<file path="config.mk">
export PLATFORM = sky130hd
export DESIGN_NAME = func_arbiter_ctrl
export DESIGN_NICKNAME = d
export VERILOG_FILES = /design/src/rtl/func_pkg.sv /design/src/rtl/func_channel.sv /design/src/rtl/func_arbiter_ctrl.sv
export SDC_FILE = /design/constraint.sdc
export NUM_CORES = 1
export LEC_CHECK = 0
export ABC_CLOCK_PERIOD_IN_PS = 2700
export BUFFER_PORTS_ARGS = -buffer_cell sky130_fd_sc_hd__buf_4
export CORE_MARGIN = 2
export CORE_UTILIZATION = 56
export CTS_CLUSTER_SIZE = 20
export DETAILED_ROUTE_END_ITERATION = 8
export GPL_TIMING_DRIVEN = 0
export PLACE_DENSITY = 0.91
export SLEW_MARGIN = 5
export SYNTH_ARGS = -nofsm -noshare
export SYNTH_HDL_FRONTEND = slang
export SYNTH_SLANG_ARGS = --single-unit
</file>
<file path="constraint.sdc">
create_clock -name clk -period 2.7 [get_ports clk]
set_input_delay 0.405 -clock clk [delete_from_list [all_inputs] [get_ports clk]]
set_output_delay 0.405 -clock clk [all_outputs]
set_load 0.1 [all_outputs]
</file>
<file path="src/rtl/func_pkg.sv">
// Shared types for the functionality arbiter: resource mask width and channel states.
package func_pkg;

    localparam int N_FUNC = 3;

    typedef logic [N_FUNC-1:0] func_mask_t;

    typedef enum logic [0:0] {
        IDLE   = 1'b0,
        ACTIVE = 1'b1
    } ch_state_e;

endpackage

</file>
<file path="src/rtl/func_channel.sv">
// One arbiter channel: IDLE/ACTIVE FSM, frozen grant register, hold counter and timeout pulse.
module func_channel
    import func_pkg::*;
#(
    parameter int HOLD_MAX = 16,
    parameter int CNT_W    = 5
) (
    input  logic       clk,
    input  logic       rst_n,
    input  logic       take,
    input  func_mask_t mask,
    input  logic       rel,
    output func_mask_t grant,
    output logic       busy,
    output logic       timeout
);

    localparam logic             TMO_EN   = 1'(HOLD_MAX > 0);
    localparam logic [CNT_W-1:0] CNT_LAST = CNT_W'((HOLD_MAX > 0) ? HOLD_MAX - 1 : 0);

    ch_state_e        state_q, state_d;
    func_mask_t       grant_q, grant_d;
    logic [CNT_W-1:0] cnt_q, cnt_d;
    logic             timeout_q, timeout_d;

    // Next-state: a release wins over a timeout landing in the same cycle
    always_comb begin
        state_d   = state_q;
        grant_d   = grant_q;
        cnt_d     = cnt_q;
        timeout_d = 1'b0;
        case (state_q)
            IDLE: begin
                if (take) begin
                    state_d = ACTIVE;
                    grant_d = mask;
                    cnt_d   = {CNT_W{1'b0}};
                end else begin
                    grant_d = {N_FUNC{1'b0}};
                end
            end
            ACTIVE: begin
                if (rel) begin
                    state_d = IDLE;
                    grant_d = {N_FUNC{1'b0}};
                    cnt_d   = {CNT_W{1'b0}};
                end else if (TMO_EN && (cnt_q == CNT_LAST)) begin
                    state_d   = IDLE;
                    grant_d   = {N_FUNC{1'b0}};
                    cnt_d     = {CNT_W{1'b0}};
                    timeout_d = 1'b1;
                end else begin
                    cnt_d = cnt_q + {{(CNT_W-1){1'b0}}, 1'b1};
                end
            end
            default: begin
                state_d = IDLE;
                grant_d = {N_FUNC{1'b0}};
                cnt_d   = {CNT_W{1'b0}};
            end
        endcase
    end

    // Channel state registers
    always_ff @(posedge clk or negedge rst_n) begin
        if (!rst_n) begin
            state_q   <= IDLE;
            grant_q   <= {N_FUNC{1'b0}};
            cnt_q     <= {CNT_W{1'b0}};
            timeout_q <= 1'b0;
        end else begin
            state_q   <= state_d;
            grant_q   <= grant_d;
            cnt_q     <= cnt_d;
            timeout_q <= timeout_d;
        end
    end

    assign grant   = grant_q;
    assign busy    = (state_q == ACTIVE);
    assign timeout = timeout_q;

endmodule

</file>
<file path="src/rtl/func_arbiter_ctrl.sv">
// Two-requester functionality arbiter: resolves overlapping requests by fixed or
// round-robin priority and hands each channel its arbitrated mask.
module func_arbiter_ctrl
    import func_pkg::*;
#(
    parameter int HOLD_MAX = 16,
    parameter int CNT_W    = 5
) (
    input  logic       clk,
    input  logic       rst_n,
    input  func_mask_t F1,
    input  func_mask_t F2,
    input  logic       req1,
    input  logic       req2,
    input  logic       rel1,
    input  logic       rel2,
    input  logic       P_SIGNAL,
    input  logic       rr_en,
    output func_mask_t f1,
    output func_mask_t f2,
    output logic       busy1,
    output logic       busy2,
    output logic       conflict,
    output logic       timeout1,
    output logic       timeout2
);

    func_mask_t cand1_s, cand2_s, overlap_s, mask1_s, mask2_s;
    logic       conflict_s, win2_s, take1_s, take2_s;
    logic       rr_ptr_q, rr_ptr_d;
    logic       conflict_q, conflict_d;

    // Arbitration uses the registered grants, so bits freed this edge are only
    // visible to the other channel from the next edge on.
    always_comb begin
        cand1_s    = (req1 && !busy1) ? (F1 & ~f2) : {N_FUNC{1'b0}};
        cand2_s    = (req2 && !busy2) ? (F2 & ~f1) : {N_FUNC{1'b0}};
        overlap_s  = cand1_s & cand2_s;
        conflict_s = |overlap_s;
        win2_s     = rr_en ? rr_ptr_q : P_SIGNAL;
        if (win2_s) begin
            mask1_s = cand1_s & ~overlap_s;
            mask2_s = cand2_s;
        end else begin
            mask1_s = cand1_s;
            mask2_s = cand2_s & ~overlap_s;
        end
        take1_s    = |mask1_s;
        take2_s    = |mask2_s;
        conflict_d = conflict_s;
        if (conflict_s) begin
            rr_ptr_d = ~win2_s;
        end else begin
            rr_ptr_d = rr_ptr_q;
        end
    end

    // Round-robin pointer and conflict pulse
    always_ff @(posedge clk or negedge rst_n) begin
        if (!rst_n) begin
            rr_ptr_q   <= 1'b0;
            conflict_q <= 1'b0;
        end else begin
            rr_ptr_q   <= rr_ptr_d;
            conflict_q <= conflict_d;
        end
    end

    assign conflict = conflict_q;

    func_channel #(.HOLD_MAX(HOLD_MAX), .CNT_W(CNT_W)) u_ch1 (
        .clk     (clk),
        .rst_n   (rst_n),
        .take    (take1_s),
        .mask    (mask1_s),
        .rel     (rel1),
        .grant   (f1),
        .busy    (busy1),
        .timeout (timeout1)
    );

    func_channel #(.HOLD_MAX(HOLD_MAX), .CNT_W(CNT_W)) u_ch2 (
        .clk     (clk),
        .rst_n   (rst_n),
        .take    (take2_s),
        .mask    (mask2_s),
        .rel     (rel2),
        .grant   (f2),
        .busy    (busy2),
        .timeout (timeout2)
    );

endmodule

</file>
==> flow_summary.ini <==
[floorplan]
die_area_um2 = 2315
io_pins = 25
start_util_pct = 61.12
core_um2 = 1783
rows = 15
fp.dieH_um = 48.12
die_w_um = 48.12

[synthesis]
synth_top_family_by_area = simple AND/OR/NAND/NOR gates
syn_nets = 103
yosysTopAreaCell = dfrtp_1
synth_enable_flop_cells = 0
post_synth_num_cell_types = 34
synth_top_area_share_pct = 50.52
synth_area_um2 = 1090
synth-seq-cells = 22
seq_area_frac_synth_pct = 50.52
synthTopCellsByCount = dfrtp_1 (22), a22o_1 (7)
synth_xor_area_share_pct = 2.411
synthMuxAreaShare_pct = 5.052
synth-async-reset-ratio_pct = 100.0
synth-compound-area-share_pct = 16.76
avgSynthCellArea_um2 = 12.53
synth_fa_ha_area_share_pct = 2.296
yosys.area_share.simple_pct = 22.96
ys_warn_count = 0
syn_inst = 87
synthFlopType = dfrtp_1
synth.most_common_cell = dfrtp_1
yosys-top-cells-area = dfrtp_1 (51%), a22o_1 (5.6%), mux2_2 (4.1%)

[clock_tree]
cts_hold_buf = 1
clock_sinks = 22
worstSkewPairLatency_ns = 0.31
post-cts-setup-buffers = 0
cts_buffer_depth = 2
cts-root-buf = clkbuf_4
cts_tree = done
htreeDepth = 1
cts_buffers = 3
cts-resized-gates = 0
clkTransAtPathRegs_ns = 0.12

[worst_setup_path]
path_max_fanout = 8
crit_path_end_kind = register
critPathRequiredTime_ns = 2.89
crit_chain = nand4bb_1 -> a22o_1 -> or4b_1
critPathMaxStageDelay_ns = 0.52
slowest_stage = or4b_1
critPathKind = register to register
path_buf_inv = 0
worstPathArrival_ns = 1.97
rrSetupSlack_ns = 0.92
start_kind = register
crit_family = simple AND/OR/NAND/NOR gates

[final_layout]
fillers = 127
syn_to_final_growth_pct = 23.65
antennaDiodeCount = 0
layout.nets = 133
final_core_util_pct = 75.58
post_route_cells_drive_above_1_share_pct = 31.90

[placed_design]
pre_cts_slack_ns = 0.9805
place.gp.congestion = 0.8056
port_buffers = 24
dp_hpwl_um = 1674

[timing]
timing.final.crit_share_pct = 65.93
finClkSkew_ns = 0.003149
setup_viol = 0
hold_violations = 0
fin_crit_ns = 1.780
fmax_mhz = 561.8
tightest_slew_ns = 0.4802
timing.setup.tns_ns = 0
max_slew_margin_pct = 67.72
slew_violations = 0
setup_ws_ns = 0.9200
rsz0062_at_grt = no

[global_route]
grt_pass1_vias = 803
grt_pass1_wl_um = 3456
grt-ovfl-total = 0
antenna_found_initial = 0
grt_max_degree = 23
grtUsageTotal_pct = 22.52

[routing]
drt_iter0_drc = 19
wl_um = 2211
first_pass_iters = 4
via_per_inst = 6.064
drtAntennaViolNets = 0
wl_per_cell_um = 15.68
num_vias = 855
drc_errors = 0

[min_path]
hp-class = primary input to register

[pwr]
peakVddDrop_uv = 685.9
p_leak_nw = 0.6893
power.density_nw_per_um2 = 1003

[outcome]
status = complete, no violations

[job]
drv_cap = 0
## worst min-delay path, delay by kind of cell
kind                   cells  cell delay (ns)
buffers and inverters      1             0.08
AND/OR/NAND/NOR            2             0.15
## power breakdown
part | leakage, nW | internal (mW) | total [mW] | switching [mW]
combinational | 0.375 | 0.224 | 0.683 | 0.458
clock | 0.0210 | 0.0824 | 0.180 | 0.0979
sequential | 0.294 | 0.404 | 0.488 | 0.0836
total | 0.689 | 0.711 | 1.35 | 0.640
## per-stage QoR
step / cells / area, um^2 / hold slack (ns) / power, mW
after floorplan: 87 / 1090 / 0.1094 / 1.018
after global placement: 136 / 1301 / 0.3026 / 1.154
after detailed placement: 136 / 1301 / 0.3063 / 1.176
after CTS: 141 / 1348 / 0.3480 / 1.355
after global routing: 141 / 1348 / 0.3776 / 1.417
final: 141 / 1348 / 0.3469 / 1.351
## per-layer routing
layer | wire length [um] | GRT usage [%] | vias to the layer above | part of all wire (%)
met4 | 32 | 8.108 | 0 | 1.4
met1 | 966 | 27.51 | 419 | 44
met3 | 107 | 5.556 | 4 | 4.8
met5 | 0 | 0 | - | 0
met2 | 1104 | 38.67 | 24 | 50
li1 | - | - | 408 | -
## logic make-up after synthesis
group / Yosys count
xor gates and xnor gates: 3
muxes: 5
adders and majority gates: 2
AOI/OAI and AO/OA: 24
and+or+nand+nor: 31
DFF: 22
## area by class of cell
type	instances	area, um^2	area share, %
tap	25	31.28	2.321
timing repair buffer	25	190.2	14.11
clock buffer	4	36.28	2.693
multi-input combinational	65	539.3	40.02
sequential	22	550.5	40.85
## registers in the layout, summed over array words and instances, names as in the netlist
signal and count:
u_ch2.cnt_q 5, u_ch2.grant 3, u_ch2.timeout 1, u_ch1.grant 3, rr_ptr_q 1, u_ch2.busy 1, u_ch1.cnt_q 5, conflict 1
u_ch1.timeout 1, u_ch1.busy 1
## cell usage in the layout (no fill, tap or decap), types with 3 or more instances in the layout
master,n
dfrtp_1,22
buf_4,24
a21o_1,4
clkbuf_4,3
a22o_1,7
nor3_1,3
nand3_1,4
a21oi_1,3
nand2_1,4
mux2_2,4
## worst paths after layout
path	depth (start not counted)	to	start
max in group asynchronous	2	u_ch1.grant[1]$_DFFE_PN0P_	rst_n
min	3	u_ch2.timeout$_DFF_PN0_	rel2
min in group asynchronous	2	conflict$_DFF_PN0_	rst_n
max reg2reg	3	u_ch2.busy$_DFF_PN0_	u_ch1.busy$_DFF_PN0_
max	3	u_ch2.busy$_DFF_PN0_	u_ch1.busy$_DFF_PN0_
min reg2reg	1	u_ch2.timeout$_DFF_PN0_	u_ch2.cnt_q[4]$_DFFE_PN0P_
No activity file was read; power rests on OpenSTA's default activity.
